`config.mk`:
```
export PLATFORM = sky130hd
export DESIGN_NAME = fetch_inst_queue
export DESIGN_NICKNAME = d
export VERILOG_FILES = /design/src/rtl/fetch_inst_queue.sv
export SDC_FILE = /design/constraint.sdc
export NUM_CORES = 1
export LEC_CHECK = 0
export CORE_MARGIN = 5
export CORE_UTILIZATION = 68
export CTS_CLUSTER_DIAMETER = 80
export CTS_CLUSTER_SIZE = 25
export DETAILED_ROUTE_END_ITERATION = 6
export DONT_BUFFER_PORTS = 1
export GPL_TIMING_DRIVEN = 0
export HOLD_SLACK_MARGIN = 0.03
export PLACE_DENSITY = 0.84
export REMOVE_ABC_BUFFERS = 1
export SYNTH_ARGS = -nofsm -noshare
export SYNTH_HDL_FRONTEND = slang
export SYNTH_SLANG_ARGS = --single-unit
export TNS_END_PERCENT = 10
```
`constraint.sdc`:
```
create_clock -name clk -period 10.7 [get_ports clk]
set_input_delay 1.07 -clock clk [delete_from_list [all_inputs] [get_ports clk]]
set_output_delay 1.07 -clock clk [all_outputs]
set_load 0.02 [all_outputs]
```
`src/rtl/fetch_inst_queue.sv`:
```
// Instruction queue: splits 64-bit fetch read beats into two PC-tagged 32-bit instructions for decode.
// Latency: a beat accepted at edge N shows its low word at the output from the cycle after N.
// Backpressure: in_ready drops while fewer than two entries are free; out_ready never reaches in_ready.
// Optional: define FETCHQ_ZERO_HALT_EN to stop the queue on an all-zero head instruction.
module fetch_inst_queue #(
  parameter int DATA_WIDTH = 64,
  parameter int ADDR_WIDTH = 64,
  parameter int INST_WIDTH = 32,
  parameter int DEPTH      = 8
) (
  input  logic                       clk,
  input  logic                       reset,
  input  logic                       line_start_valid,
  input  logic [ADDR_WIDTH-1:0]      line_start_pc,
  input  logic                       in_valid,
  output logic                       in_ready,
  input  logic [DATA_WIDTH-1:0]      in_data,
  input  logic                       in_last,
  input  logic                       flush,
  output logic                       out_valid,
  input  logic                       out_ready,
  output logic [INST_WIDTH-1:0]      out_inst,
  output logic [ADDR_WIDTH-1:0]      out_pc,
  output logic [$clog2(DEPTH):0]     count,
  output logic                       halt
);

  localparam int PW = $clog2(DEPTH);
  localparam int CW = PW + 1;

  typedef enum logic {IDLE, STREAM} state_t;

  state_t                  state, state_nxt;
  logic [PW-1:0]           wr_ptr, rd_ptr;
  logic [ADDR_WIDTH-1:0]   cur_pc;
  logic [INST_WIDTH-1:0]   inst_mem [DEPTH];
  logic [ADDR_WIDTH-1:0]   pc_mem   [DEPTH];
  logic                    push, pop, not_empty, halt_blk;

  assign not_empty = (count != '0);

`ifdef FETCHQ_ZERO_HALT_EN
  logic halt_q;
  logic head_zero;

  assign head_zero = not_empty && (inst_mem[rd_ptr] == '0);
  // Combinational term blocks the zero word in the very cycle it reaches the head.
  assign halt_blk  = halt_q || head_zero;
  assign halt      = halt_q;

  // Sticky halt: only reset clears it, flush leaves it set.
  always_ff @(posedge clk) begin
    if (!reset)         halt_q <= 1'b0;
    else if (head_zero) halt_q <= 1'b1;
  end
`else
  assign halt_blk = 1'b0;
  assign halt     = 1'b0;
`endif

  // Room for a full beat (two entries) is judged on the registered count only.
  assign in_ready  = (state == STREAM) && (count <= CW'(DEPTH - 2)) && !flush && reset && !halt_blk;
  assign out_valid = not_empty && !halt_blk;
  assign out_inst  = not_empty ? inst_mem[rd_ptr] : '0;
  assign out_pc    = not_empty ? pc_mem[rd_ptr]   : '0;
  assign push      = in_valid && in_ready;
  assign pop       = out_valid && out_ready && !flush;

  // State register.
  always_ff @(posedge clk) begin
    if (!reset) state <= IDLE;
    else        state <= state_nxt;
  end

  // Next state: a burst opens on line_start_valid and closes on its last accepted beat.
  always_comb begin
    state_nxt = state;
    case (state)
      IDLE:    if (line_start_valid)  state_nxt = STREAM;
      STREAM:  if (push && in_last)   state_nxt = IDLE;
      default: state_nxt = IDLE;
    endcase
    if (flush) state_nxt = IDLE;
  end

  // PC of the next incoming beat's low word.
  always_ff @(posedge clk) begin
    if (!reset) begin
      cur_pc <= '0;
    end else if (!flush) begin
      if (state == IDLE && line_start_valid) cur_pc <= line_start_pc;
      else if (push)                         cur_pc <= cur_pc + ADDR_WIDTH'(8);
    end
  end

  // Pointers and occupancy; flush empties the queue.
  always_ff @(posedge clk) begin
    if (!reset || flush) begin
      wr_ptr <= '0;
      rd_ptr <= '0;
      count  <= '0;
    end else begin
      if (push) wr_ptr <= wr_ptr + PW'(2);
      if (pop)  rd_ptr <= rd_ptr + PW'(1);
      case ({push, pop})
        2'b10:   count <= count + CW'(2);
        2'b01:   count <= count - CW'(1);
        2'b11:   count <= count + CW'(1);
        default: count <= count;
      endcase
    end
  end

  // Storage: each accepted beat writes its low and high words into consecutive entries.
  always_ff @(posedge clk) begin
    if (push) begin
      inst_mem[wr_ptr]         <= in_data[INST_WIDTH-1:0];
      pc_mem[wr_ptr]           <= cur_pc;
      inst_mem[wr_ptr + PW'(1)] <= in_data[DATA_WIDTH-1:INST_WIDTH];
      pc_mem[wr_ptr + PW'(1)]   <= cur_pc + ADDR_WIDTH'(4);
    end
  end

endmodule

```
==> results of run 1 <==
state kept, by name (all words and copies together), names as in the netlist, named ones only:
register	cells
count	4
wr_ptr	2
state	1
inst_mem	256
rd_ptr	3
cur_pc	64
pc_mem	504
kinds of logic (layout without fill, tap and decap cells):
group	Yosys count	count (layout)	share of synthesized area
flip-flops	837	837	0.7014
XOR/XNOR	69	69	0.01740
adder cells (fa/ha/maj)	11	11	0.004178
buffers and inverters	153	105	0.01927
AO/OA/AOI/OAI	192	192	0.03480
AND/OR/NAND/NOR	499	499	0.07085
other	1	18	0.0001080
multiplexers	290	290	0.1520
layout by cell type (no fill, tap or decap), types with 22 or more instances in the layout:
| cell | Yosys | routed |
|---|---|---|
| nor4_1 | 24 | 22 |
| mux4_2 | 190 | 190 |
| o21ai_0 | 34 | 34 |
| mux2i_1 | 99 | 99 |
| clkbuf_16 | 0 | 41 |
| edfxtp_1 | 760 | 760 |
| a21oi_1 | 66 | 66 |
| xnor2_1 | 39 | 39 |
| dfxtp_1 | 77 | 73 |
| and3_1 | 27 | 27 |
| nand4_1 | 33 | 33 |
| xor2_1 | 30 | 30 |
| nand2_1 | 102 | 102 |
| nor2_1 | 173 | 173 |
| nand3_1 | 56 | 56 |
cells in the mapped netlist, types with 4 or more instances:
cell and n:
a211oi_1 6, a21o_1 5, a21oi_1 66, a22oi_1 10, a31oi_1 8, and2_1 14
and3_1 27, and4_1 9, buf_1 34, buf_2 26, buf_4 6, buf_6 5
clkbuf_1 72, dfxtp_1 77, edfxtp_1 760, ha_1 10, inv_1 8, mux2i_1 99
mux4_2 190, nand2_1 102, nand3_1 56, nand4_1 33, nor2_1 173, nor3_1 21
nor4_1 24, o211ai_1 14, o21ai_0 34, o22ai_1 15, o31ai_1 5, o41ai_1 4
or2_2 7, or3_1 7, or4_1 7, xnor2_1 39, xor2_1 30
layer usage:
metal | track usage | share of wire | vias up
met3 | 0.05829 | 0.094 | 180
met1 | 0.3727 | 0.37 | 9619
met5 | 0 | 0.00025 | -
met4 | 0.09483 | 0.033 | 2
li1 | - | - | 7991
met2 | 0.4304 | 0.50 | 1102
layout make-up:
type | count | area (um^2) | share of cell area
inverters | 8 | 30.03 | 0.0008134
well taps | 672 | 840.8 | 0.02278
multi-input cells | 1062 | 9746 | 0.2640
diodes | 17 | 42.54 | 0.001152
flip-flops and latches | 837 | 24380 | 0.6603
repair buffers | 40 | 784.5 | 0.02125
clock buffers | 55 | 1079 | 0.02922
clock inverters | 2 | 17.52 | 0.0004745
worst reg2reg max path, cell delays in order, from the launching register on:
cell and delay (ns):
dfxtp_2 1.00, ha_1 0.34, nand3_1 0.22, nor4_4 0.77, nand3_1 0.48, or2_2 0.51, nor2_1 0.22, xor2_1 0.31
through the flow:
step	std cells	worst slack (ns)	hold WS, ns	total power, mW	cell area, um^2
2_1_floorplan	1907	0.6382	0.4538	3.747	34100
3_3_place_gp	2579	-7.902	0.4665	3.788	34940
3_5_place_dp	2619	6.298	0.4846	3.796	35780
4_1_cts	2676	5.647	0.5060	5.392	36870
5_1_grt	2687	5.437	0.5375	5.535	36900
6_report	2693	5.825	0.5015	5.376	36920
where the power goes:
part,internal (mW),switching [mW],leakage [nW],total [mW]
Clock,0.710,0.939,0.530,1.65
Combinational,0.0385,0.0724,2.86,0.111
Sequential,3.57,0.0438,7.59,3.62
worst max-delay path by stage:
stage / start / end / slack (ns) / depth (start not counted)
floorplan: count[3]$_SDFFE_PP0P_ / out_pc[0] / 0.64 / 3
global placement: count[3]$_SDFFE_PP0P_ / out_pc[0] / -7.90 / 3
detailed placement: flip-flop / out_pc[28] / 6.30 / 7
CTS: flip-flop / out_pc[28] / 5.65 / 7
global route: flip-flop / out_pc[28] / 5.44 / 7
finish: flip-flop / out_pc[28] / 5.82 / 7
==> impl_metrics.csv, run 1 <==
group,metric,value,unit
outcome,status,"finished clean",
worst_hold_path,hold_path_depth,0,
sta,setup_violations,0,
clocking,htreeDepth,2,
clocking,numCtsBuffers,39,
placed_design,dp_hpwl,48720,um
logic_synthesis,ys_warn_count,0,
detailed_routing,routed_wl,76070,um
power_and_ir_drop,vdd_ir_drop_max,105.7,uV
clocking,cts.sinks,837,
grt,grt_max_degree,63,
layout,post-route-util,0.7328,
grt,antenna_found_initial,18,
logic_synthesis,yosysSeqAreaShare,0.7014,
sta,min_period,4.876,ns
die,core_area,50380,um^2
setup_path,r2r_start,"cur_pc[2]$_SDFFE_PN0P_",
grt,grt_pass1_vias,18930,
clocking,cts_hold_buffers,0,
logic_synthesis,synth.area.top_cells,"edfxtp_1, mux4_2, dfxtp_1",
die,die_h,236.0,um
layout,fill_cells,2939,
clocking,clkTransAtPathRegs,0.09,ns
sta,clock_skew,0.02854,ns
logic_synthesis,ys_ff_latch,837,
detailed_routing,dr_total_vias,18890,
logic_synthesis,yosysTopAreaCellShare,0.6570,
setup_path,critPathRequiredTime,9.63,ns
setup_path,r2r_cells,7,
clocking,clock_latency,0.60,ns
setup_path,worstPathCellList,"buf_12 > buf_16 > buf_12 > buf_16 > mux4_2 > mux2i_1 > nor2_1",
clocking,cts_root_buf,"clkbuf_16",
setup_path,cp_data_arrival_time,3.81,ns
detailed_routing,drc_errors,0,
grt,grt_overflow,0,
setup_path,cp_num_buf_inv,4,
die,rows,82,
detailed_routing,wl_per_cell,28.25,um
sta,relSlewSlack,0.1756,
setup_path,critPathTopFamily,"buffers and inverters",
die,initial_utilization,0.6896,
setup_path,start_kind,"flip-flop",
setup_path,crit_type,"reg -> out",
worst_hold_path,min_to,"pc_mem[4][1]$_DFFE_PP_",
layout,nNetsFinal,2134,
detailed_routing,drt-pass1-iter-count,6,
grt,grtUsageTotal,0.2678,
logic_synthesis,syn_area,34740,um^2
clocking,cts_tree,"yes",
clocking,cts.path.max_buffers,3,
setup_path,r2r_end,"pc_mem[5][48]$_DFFE_PP_",
die,die_w,236.0,um
setup_path,crit_slowest_cell,"dfxtp_4",
sta,rsz0062_at_grt,"no",
layout,area.growth.synth_to_final,6.271,%
clocking,ctsResizeCount,0,
detailed_routing,routed_via_density,7.016,
sta,worst_pin_slew,1.232,ns
sta,finalMaxSlewViolations,0,
logic_synthesis,synth_cells,2052,
setup_path,r2r_setup_slack,6.64,ns
setup_path,crit_fanout,38,
grt,grt_pass1_wl,114700,um
flow_run,cap_viol_max_count,0,
placed_design,port_buffers,0,
logic_synthesis,synth.distinct_cells,68,
power_and_ir_drop,leakagePower,10.98,nW
clocking,post-cts-setup-buffers,0,
worst_hold_path,hold_class,"reg -> reg",
logic_synthesis,synth_top_cell_by_area,"edfxtp_1",
setup_path,cpPeakStageDelay,0.85,ns
logic_synthesis,synthArstFlopShare,0,
die,ioPinCount,238,
detailed_routing,drt-initial-drc-count,2654,
die,fp.dieArea,55700,um^2
sta,finalSetupTns,0,ns
sta,fmax,205.1,MHz
logic_synthesis,syn_avg_cell_area,16.93,um^2
logic_synthesis,synth_edf_count,760,
power_and_ir_drop,powerDensity,145.6,nW/um^2
sta,hold_viol,0,
detailed_routing,ant_nets,0,
placed_design,place_congestion,0.8828,
sta,fin_crit_sh,0.4557,
worst_hold_path,hp-start,"cur_pc[1]$_SDFFE_PN0P_",
logic_synthesis,synth_top_flop_cell,"edfxtp_1",
layout,drive_above_1_share,0.1542,
setup_path,end_kind,"output pin",
No activity file was read; power rests on OpenSTA's default activity.
==> run 2: changes to the inputs <==
--- a/config.mk
+++ b/config.mk
@@ -6,14 +6,14 @@
 export NUM_CORES = 1
 export LEC_CHECK = 0
 export CORE_MARGIN = 5
-export CORE_UTILIZATION = 68
+export CORE_UTILIZATION = 63
 export CTS_CLUSTER_DIAMETER = 80
 export CTS_CLUSTER_SIZE = 25
 export DETAILED_ROUTE_END_ITERATION = 6
 export DONT_BUFFER_PORTS = 1
 export GPL_TIMING_DRIVEN = 0
 export HOLD_SLACK_MARGIN = 0.03
-export PLACE_DENSITY = 0.84
+export PLACE_DENSITY = 0.79
 export REMOVE_ABC_BUFFERS = 1
 export SYNTH_ARGS = -nofsm -noshare
 export SYNTH_HDL_FRONTEND = slang
==> constraint.sdc (replaced) <==
create_clock -name clk -period 4.5 [get_ports clk]
set_input_delay 0.45 -clock clk [delete_from_list [all_inputs] [get_ports clk]]
set_output_delay 0.45 -clock clk [all_outputs]
set_load 0.02 [all_outputs]
==> impl_metrics.csv, run 2 (synthesis results as in run 1) <==
group,metric,value,unit
detailed_routing,drt-pass1-iter-count,6,
die,die_w,244.8,um
sta,fin_crit_sh,0.9097,
power_and_ir_drop,vdd_ir_drop_max,320.3,uV
sta,worst_pin_slew,1.213,ns
detailed_routing,wl_per_cell,27.16,um
grt,grtUsageTotal,0.2524,
clocking,cts.path.max_buffers,3,
layout,mostFrequentLayoutCell,"edfxtp_1",
sta,setup_violations,0,
sta,relSlewSlack,0.1887,
die,die_h,244.8,um
die,initial_utilization,0.6330,
placed_design,place_ws,0.5928,ns
layout,instances_no_fill,2798,
placed_design,dp_hpwl,48290,um
setup_path,start_kind,"flip-flop",
clocking,clkTransAtPathRegs,0.09,ns
die,rows,86,
clocking,cts.sinks,837,
layout,mostFrequentLayoutCells,"edfxtp_1, mux4_2, nor2_1, nand2_1, mux2i_1",
die,ioPinCount,238,
detailed_routing,routed_wl,76010,um
setup_path,r2r_cells,7,
sta,min_period,4.094,ns
clocking,clock_latency,0.61,ns
layout,nNetsFinal,2210,
detailed_routing,dr_total_vias,18900,
power_and_ir_drop,finalPower,12.99,mW
outcome,status,"finished clean",
layout,drive_above_1_share,0.1493,
grt,antenna_found_initial,12,
placed_design,dp.cells,2650,
placed_design,port_buffers,0,
detailed_routing,ant_nets,0,
sta,hold_viol,0,
die,fp.dieArea,59930,um^2
flow_run,cap_viol_max_count,0,
clocking,numCtsBuffers,40,
setup_path,critPathRequiredTime,4.05,ns
placed_design,place_congestion,0.8521,
layout,top_regs,"pc_mem x504, inst_mem x256, cur_pc x64",
layout,area.growth.synth_to_final,8.731,%
grt,grt_pass1_wl,116200,um
setup_path,crit_type,"reg -> out",
worst_hold_path,hold_path_depth,2,
clocking,cts_tree,"yes",
clocking,post-cts-setup-buffers,0,
sta,fmax,244.3,MHz
power_and_ir_drop,leakagePower,11.33,nW
detailed_routing,drt-initial-drc-count,2273,
clocking,htreeDepth,2,
grt,grt_overflow,0,
sta,timing.final.ws_setup,0.4062,ns
setup_path,end_kind,"output pin",
sta,rsz0062_at_grt,"no",
layout,post-route-util,0.6883,
worst_hold_path,hold_class,"in -> reg",
detailed_routing,drc_errors,0,
power_and_ir_drop,powerDensity,344.0,nW/um^2
detailed_routing,routed_via_density,6.756,
grt,grt_pass1_vias,19330,
layout,largest_register_ffs,504,
layout,largest_register,"pc_mem",
clocking,cts_root_buf,"clkbuf_16",
setup_path,cp_data_arrival_time,3.64,ns
die,core_area,54880,um^2
sta,finalMaxSlewViolations,0,
sta,clock_skew,0.03486,ns
setup_path,crit_fanout,41,
grt,grt_max_degree,63,
## run 2: cell count changes in the layout (fill, tap and decap cells not counted), sizes merged
cell         delta
dlygate4sd3    +76
diode           -6
inv             +3
buf             -1
bufinv          +1
## run 2: worst paths after layout
check,from,endpoint,slack [ns]
setup / recovery,flip-flop,out_pc[30],0.41
hold / removal,line_start_pc[34],cur_pc[34]$_SDFFE_PN0P_,0.06
setup reg to reg,count[1]$_SDFFE_PP0P_,cur_pc[61]$_SDFFE_PN0P_,0.56
hold reg to reg,cur_pc[1]$_SDFFE_PN0P_,pc_mem[4][1]$_DFFE_PP_,0.51
## run 2: cell type report
| cell class | instances | area [um^2] |
|---|---|---|
| clock inverter | 6 | 71.32 |
| tap | 704 | 880.8 |
| inverter | 8 | 30.03 |
| fill | 3407 | 17110 |
| antenna | 11 | 27.53 |
| clock buffer | 55 | 1079 |
| timing repair buffer | 115 | 1560 |
| sequential | 837 | 24380 |
| multi-input combinational | 1062 | 9746 |
## run 2: what timing repair did
| item | 4_1_cts | 5_1_grt |
|---|---|---|
| hold buffers | 76 | 0 |
| gates resized for setup | 0 | 0 |
| hold endpoints to repair | 281 | 0 |
| endpoints found under the setup margin | 0 | 0 |
## run 2: report_power, final
part	switching [mW]	internal, mW	total [mW]
combinational	0.214	0.136	0.350
clock	2.28	1.76	4.05
sequential	0.103	8.49	8.59
## run 2: stage by stage
| stage | TNS [ns] | cell area [um^2] | hold slack, ns |
|---|---|---|---|
| floorplan | -2324.26 | 34100 | 0.4538 |
| global placement | -5720.55 | 34980 | 0.4719 |
| detailed placement | 0 | 35830 | 0.4848 |
| CTS | 0 | 37740 | 0.03160 |
| global route | 0 | 37760 | 0.03010 |
| finish | 0 | 37770 | 0.06135 |
## run 2: layer usage
| layer | up-vias | global-route usage | wire (um) |
|---|---|---|---|
| met5 | - | 0 | 22 |
| met4 | 4 | 0.07162 | 2329 |
| met3 | 188 | 0.05455 | 6842 |
| met2 | 1014 | 0.4127 | 37570 |
| met1 | 9531 | 0.3523 | 29240 |
| li1 | 8165 | - | - |
## run 2: worst max-delay path, cell delays in order (launching register included)
cell,delay [ns]
dfxtp_4,0.84
buf_16,0.37
buf_16,0.31
buf_16,0.32
mux4_2,0.54
mux2i_1,0.39
nor2_1,0.22
